$ cat src/rtl/io_map_pkg.sv
`default_nettype none
// ============================================================================
// Module   : io_map_pkg
// Purpose  : Shared address map, event bit layout and reset idle levels for
//            the IO input port.
// Contents : IO page select bit, register select bits, event bit positions,
//            reset idle constants for KEY and SW.
// Revision : 1.0  initial release
// ============================================================================
package io_map_pkg;

    // Address decode: the IO page, then a one-hot register select.
    localparam int IO_PAGE_BIT = 8;
    localparam int SEL_KEY     = 4;
    localparam int SEL_SW      = 5;
    localparam int SEL_EVT     = 6;
    localparam int SEL_MASK    = 7;

    // Event register layout: {sw_chg, key_rel[3:0], key_prs[3:0]}.
    localparam int EVT_PRS_LO  = 0;
    localparam int EVT_REL_LO  = 4;
    localparam int EVT_CHG     = 8;
    localparam int EVT_W       = 9;

    localparam int NUM_KEY     = 4;
    localparam int NUM_SW      = 10;
    localparam int NUM_CH      = NUM_KEY + NUM_SW;

    // Idle levels: keys are active-low (released = 1), switches rest at 0.
    localparam logic [NUM_KEY-1:0] KEY_IDLE = 4'hF;
    localparam logic [NUM_SW-1:0]  SW_IDLE  = 10'h000;

endpackage : io_map_pkg
`default_nettype wire

$ cat src/rtl/io_debounce.sv
`default_nettype none
// ============================================================================
// Module   : io_debounce
// Purpose  : Single-bit two-flop synchroniser followed by a stability-count
//            debouncer. The debounced level only follows the synchronised
//            input after it has differed for DB_CYCLES consecutive clocks.
// Ports    : clk   - system clock
//            reset - asynchronous active-low reset
//            raw   - raw asynchronous input
//            db    - debounced, synchronous output
// Params   : DB_CYCLES (1..255), DB_CNT_W (DB_CYCLES < 2**DB_CNT_W),
//            IDLE (reset level of the synchroniser and output)
// Revision : 1.0  initial release
// ============================================================================
module io_debounce #(
    parameter int   DB_CYCLES = 3,
    parameter int   DB_CNT_W  = 8,
    parameter logic IDLE      = 1'b0
) (
    input  logic clk,
    input  logic reset,
    input  logic raw,
    output logic db
);

    localparam logic [DB_CNT_W-1:0] CNT_LAST = DB_CNT_W'(DB_CYCLES - 1);

    logic                sync1;
    logic                sync2;
    logic [DB_CNT_W-1:0] cnt;

    // The counter measures how long sync2 has disagreed with db; any agreement
    // (including a bounce back) restarts it, so short glitches never commit.
    always_ff @(posedge clk or negedge reset) begin
        if (!reset) begin
            sync1 <= IDLE;
            sync2 <= IDLE;
            db    <= IDLE;
            cnt   <= '0;
        end else begin
            sync1 <= raw;
            sync2 <= sync1;
            if (sync2 == db) begin
                cnt <= '0;
            end else if (cnt == CNT_LAST) begin
                db  <= sync2;
                cnt <= '0;
            end else begin
                cnt <= cnt + 1'b1;
            end
        end
    end

endmodule : io_debounce
`default_nettype wire

$ cat src/rtl/io_input_port.sv
`default_nettype none
// ============================================================================
// Module   : io_input_port
// Purpose  : Memory-mapped KEY/SW input peripheral on the IO page (addr[8]).
//            Debounces KEY[3:0] and SW[9:0] and latches press/release/change
//            events in a sticky write-1-to-clear register.
// Ports    : clk, reset (async active-low), key_raw[3:0] (active-low),
//            sw_raw[9:0], addr[31:0], wdata[31:0], memwrite,
//            rdata[31:0] (combinational read data),
//            irq (only when IO_IRQ_EN is defined)
// Map      : 0x110 RO key_db, 0x120 RO sw_db, 0x140 RW1C events,
//            0x180 RW irq_mask (IO_IRQ_EN only)
// Macro    : IO_IRQ_EN - adds irq output and irq_mask register
// Revision : 1.0  initial release
// ============================================================================
module io_input_port
    import io_map_pkg::*;
#(
    parameter int DB_CYCLES = 3,
    parameter int DB_CNT_W  = 8
) (
    input  logic        clk,
    input  logic        reset,
    input  logic [3:0]  key_raw,
    input  logic [9:0]  sw_raw,
    input  logic [31:0] addr,
    input  logic [31:0] wdata,
    input  logic        memwrite,
    output logic [31:0] rdata
`ifdef IO_IRQ_EN
    ,
    output logic        irq
`endif
);

    localparam logic [NUM_CH-1:0] IDLE_ALL = {SW_IDLE, KEY_IDLE};

    logic [NUM_CH-1:0]  raw_all;
    logic [NUM_CH-1:0]  db_all;
    logic [NUM_KEY-1:0] key_db;
    logic [NUM_SW-1:0]  sw_db;
    logic [NUM_KEY-1:0] key_db_q;
    logic [NUM_SW-1:0]  sw_db_q;
    logic [EVT_W-1:0]   events;
    logic [EVT_W-1:0]   evt_set;
    logic [EVT_W-1:0]   evt_clr;
    logic               page_sel;
    logic               unused_bits;

    assign raw_all  = {sw_raw, key_raw};
    assign key_db   = db_all[NUM_KEY-1:0];
    assign sw_db    = db_all[NUM_CH-1:NUM_KEY];
    assign page_sel = addr[IO_PAGE_BIT];

    genvar g;
    generate
        for (g = 0; g < NUM_CH; g++) begin : g_db
            io_debounce #(
                .DB_CYCLES (DB_CYCLES),
                .DB_CNT_W  (DB_CNT_W),
                .IDLE      (IDLE_ALL[g])
            ) u_db (
                .clk   (clk),
                .reset (reset),
                .raw   (raw_all[g]),
                .db    (db_all[g])
            );
        end
    endgenerate

    // Edge detection against the previous debounced level. The _q copies reset
    // to idle so that a key held through reset still produces a press event.
    always_comb begin
        evt_set = '0;
        evt_set[EVT_PRS_LO +: NUM_KEY] = key_db_q & ~key_db;
        evt_set[EVT_REL_LO +: NUM_KEY] = ~key_db_q & key_db;
        evt_set[EVT_CHG]               = |(sw_db_q ^ sw_db);
    end

    assign evt_clr = (memwrite && page_sel && addr[SEL_EVT]) ? wdata[EVT_W-1:0] : '0;

    // Set is OR-ed in after the clear so a same-cycle set always survives.
    always_ff @(posedge clk or negedge reset) begin
        if (!reset) begin
            key_db_q <= KEY_IDLE;
            sw_db_q  <= SW_IDLE;
            events   <= '0;
        end else begin
            key_db_q <= key_db;
            sw_db_q  <= sw_db;
            events   <= (events & ~evt_clr) | evt_set;
        end
    end

`ifdef IO_IRQ_EN
    logic [EVT_W-1:0] irq_mask;

    always_ff @(posedge clk or negedge reset) begin
        if (!reset) begin
            irq_mask <= '0;
            irq      <= 1'b0;
        end else begin
            if (memwrite && page_sel && addr[SEL_MASK]) begin
                irq_mask <= wdata[EVT_W-1:0];
            end
            irq <= |(events & irq_mask);
        end
    end
`endif

    // Read mux: lowest select bit wins when several are set.
    always_comb begin
        rdata = '0;
        if (page_sel) begin
            if (addr[SEL_KEY]) begin
                rdata = {28'b0, key_db};
            end else if (addr[SEL_SW]) begin
                rdata = {22'b0, sw_db};
            end else if (addr[SEL_EVT]) begin
                rdata = {23'b0, events};
`ifdef IO_IRQ_EN
            end else if (addr[SEL_MASK]) begin
                rdata = {23'b0, irq_mask};
`endif
            end
        end
    end

    assign unused_bits = ^{addr[31:9], addr[7], addr[3:0], wdata[31:9]};

endmodule : io_input_port
`default_nettype wire

$ cat config.mk
export PLATFORM = sky130hd
export DESIGN_NAME = io_input_port
export DESIGN_NICKNAME = d
export VERILOG_FILES = /design/src/rtl/io_map_pkg.sv /design/src/rtl/io_debounce.sv /design/src/rtl/io_input_port.sv
export SDC_FILE = /design/constraint.sdc
export NUM_CORES = 1
export LEC_CHECK = 0
export CAP_MARGIN = 15
export CORE_ASPECT_RATIO = 1.5
export CORE_MARGIN = 2
export CORE_UTILIZATION = 59
export CTS_CLUSTER_DIAMETER = 40
export DETAILED_ROUTE_END_ITERATION = 7
export GPL_TIMING_DRIVEN = 0
export PLACE_DENSITY = 0.85
export SYNTH_ARGS = -nofsm -noshare
export SYNTH_HDL_FRONTEND = slang
export SYNTH_HIERARCHICAL = 1
export SYNTH_SLANG_ARGS = --single-unit
$ cat constraint.sdc
create_clock -name clk -period 3.1 [get_ports clk]
set_clock_uncertainty 0.05 [all_clocks]
set_input_delay 0.62 -clock clk [delete_from_list [all_inputs] [get_ports clk]]
set_output_delay 0.62 -clock clk [all_outputs]
set_load 0.02 [all_outputs]
==> metrics <==
outcome finished clean; Yosys warning total 6; Hold Slack ~55 ps; Max-cap violations 0; DP Area 0.009027 sq mm; routed vias/inst between 5 and 6; Slew headroom a little under three fifths; worst slack, placed -189.1 ps; post-cts sizing count 6; ys async rst share between 90% and 100%; Routed Wire Length ~17000 um; period utilization roughly 95%; CP cell instances clkdlybuf4s50_1 -> inv_1 -> nand2_1 -> a21oi_1 -> clkdlybuf4s50_1; initial antenna violation count 0; grt ovf 0; Mapped Cells around 720; CTS tree yes; Static Leak roughly 4.1 nW; R2R Path End g_db[11].u_db/db; Critical Path Max Stage Delay between 600 and 700 ps; CP top delay family buffers and inverters; Seq/Total Area, Yosys between 50% and 60%; Power Density 762.9 mW/mm^2; GRT Util Overall a little under a quarter; CP Class input pin to primary output; area grow syn2layout 16.06%; hold_buf cts 0; Die W 101.0 um; Antenna diodes 0; CTS Root Cell clkbuf_16; EDFF count, synth 0; Cell variety after synth 29; fin. max-slew vios 0; WP data arrival approximately 2300 ps; crit path max fanout 9; kind of path behind the tightest hold check input pin to asynchronous set/reset pin; Critical Path Source Type input pin; vias in the first global route about 5900; DR pass1 iterations 4; Num CTS Buffers 17; H-tree Lvls 4; global-route wire length before repair between 20000 and 30000 um; Peak Freq around 340 MHz; Yosys reg bits 177; IO Count between 100 and 150; crit path time final ~3000 ps; most used cell, CP clkdlybuf4s50_1; die area ~0.015 sq mm; Design Area, Final slightly below 0.01 sq mm; Vias between 5000 and 6000; TritonCTS sink count roughly 180; row count between 50 and 60; Final ANT Viol Nets 0; Final setup viols 0; clk_lat worst skew 420 ps; worst setup margin roughly 150 ps; Worst-Margin Slew roughly 660 ps; R2R depth 5; largest net degree at the start of global routing 128; Avg WL per Cell approximately 17 um; RSZ-0062 raised after global routing no; overall power 7.375 mW; number of remaining DRC errors 0; Worst VDD drop ~0.00038 V; CP Data Required Time around 2400 ps; Reg clk slew, reported paths 60 ps; Synth Area per Inst 11.54 sq um; Port Buffers 38; Worst R2R Setup Slack between 1000 and 1500 ps; Core Region roughly 0.014 sq mm; Synth area leader dfrtp_1; Inst Count DP roughly 950; Yosys top cell area share between 40% and 50%; Final Wtd Congestion roughly 0.89; initial core utilization between 50% and 60%; RR Startpoint g_db[11].u_db/cnt[0]; Clock Tree Buf Depth 2; Layout Cells excl Fill roughly 1000; Fin. Hold Viols 0; hpwl dp between 10000 and 15000 um; Post-synth top flop dfrtp_1; Worst setup EP type primary output; Critical Path Slowest Stage Cell clkdlybuf4s50_1; Post-CTS Setup Bufs 0; # nets final between 900 and 1000; top cells by area, synth dfrtp_1 48%, dfstp_2 5.0%, o41ai_4 4.6%; Iter 0 DRT Violations 363; share of post-route cells with drive strength above 1 ~16%; Buf/Inv on CP 3; synthesized area about 0.0083 sq mm; die height about 150 um
## area by class of cell
class | count | area, sq um
sequential | 177 | 4449
fill | 927 | 4259
multi-input combinational | 508 | 3643
clock buffer | 23 | 478.0
timing repair buffer | 39 | 415.4
tap | 165 | 206.4
buffer | 25 | 195.2
clock inverter | 9 | 155.1
inverter | 33 | 123.9
## cell usage in the layout (no fill, tap or decap), drive strengths merged, types with 9 or more instances in the layout
master	instances
clkbuf	24
xnor2	38
dfstp	16
o41ai	14
and2	14
nand2	34
ha	28
buf	26
xor2	28
conb	22
o21ai	46
nand3	56
inv	33
mux2	14
nand3b	9
or4b	14
nor4	14
a21oi	47
or3	42
nand4	16
dfrtp	161
nor2	57
clkdlybuf4s50	30
## synth_stat cells, types with 16 or more instances
| library cell | number |
|---|---|
| or3_1 | 42 |
| nand4_1 | 16 |
| ha_1 | 28 |
| dfstp_2 | 16 |
| o21ai_0 | 46 |
| inv_1 | 33 |
| dfrtp_1 | 161 |
| a21oi_1 | 47 |
| buf_4 | 22 |
| nor2_1 | 57 |
| nand3_1 | 56 |
| xnor2_1 | 38 |
| nand2_1 | 34 |
| xor2_1 | 28 |
## state kept, by name, indices dropped and copies added (netlist names)
register,count
g_db.u_db/cnt,112
g_db.u_db/db,14
g_db.u_db/sync1,14
g_db.u_db/sync2,14
sw_db_q,10
events,9
key_db_q,4
## power breakdown
part	total (mW)	switching (mW)	leakage, nW	internal [mW]
Clock	2.27	0.859	0.296	1.41
Combinational	1.77	0.925	1.56	0.848
Sequential	3.33	0.537	2.26	2.79
Total	7.38	2.32	4.11	5.05
## through the flow
step | utilization [%] | TNS [ps]
4_1_cts | 69.36 | 0
2_1_floorplan | - | 0
5_1_grt | 69.42 | 0
3_3_place_gp | 64.59 | -915410
6_report | 69.42 | 0
3_5_place_dp | 64.82 | -916.8
## cell families (layout without fill, tap and decap cells)
family	after synthesis	after routing	share of synthesized area [%]
simple gates	258	258	18.27
flops	177	177	53.42
compound gates	120	120	11.45
xor+xnor	66	66	6.940
buf+inv	58	129	3.785
fa+ha+maj	28	28	4.206
mux	14	14	1.893
other cells	1	22	0.04502
## worst max-delay path by stage
| stage | from | end | slack, ps | depth (start not counted) |
|---|---|---|---|---|
| after floorplan | addr[5] | rdata[0] | 1060 | 3 |
| after global placement | reset | g_db[1].u_db/cnt[6] | -5370 | 1 |
| after detailed placement | addr[5] | rdata[6] | -190 | 5 |
| final | addr[4] | rdata[5] | 150 | 5 |
| after global routing | addr[4] | rdata[5] | 80 | 5 |
| after CTS | addr[5] | rdata[8] | 20 | 5 |
## metal layers
layer	vias to the layer above	part of all wire (%)	track usage, %
li1	2683	-	-
met1	2889	40	27.50
met2	121	56	43.40
met3	18	3.3	4.484
met4	0	1.4	7.770
met5	-	0	0
Power figures use the tool's default switching activity.
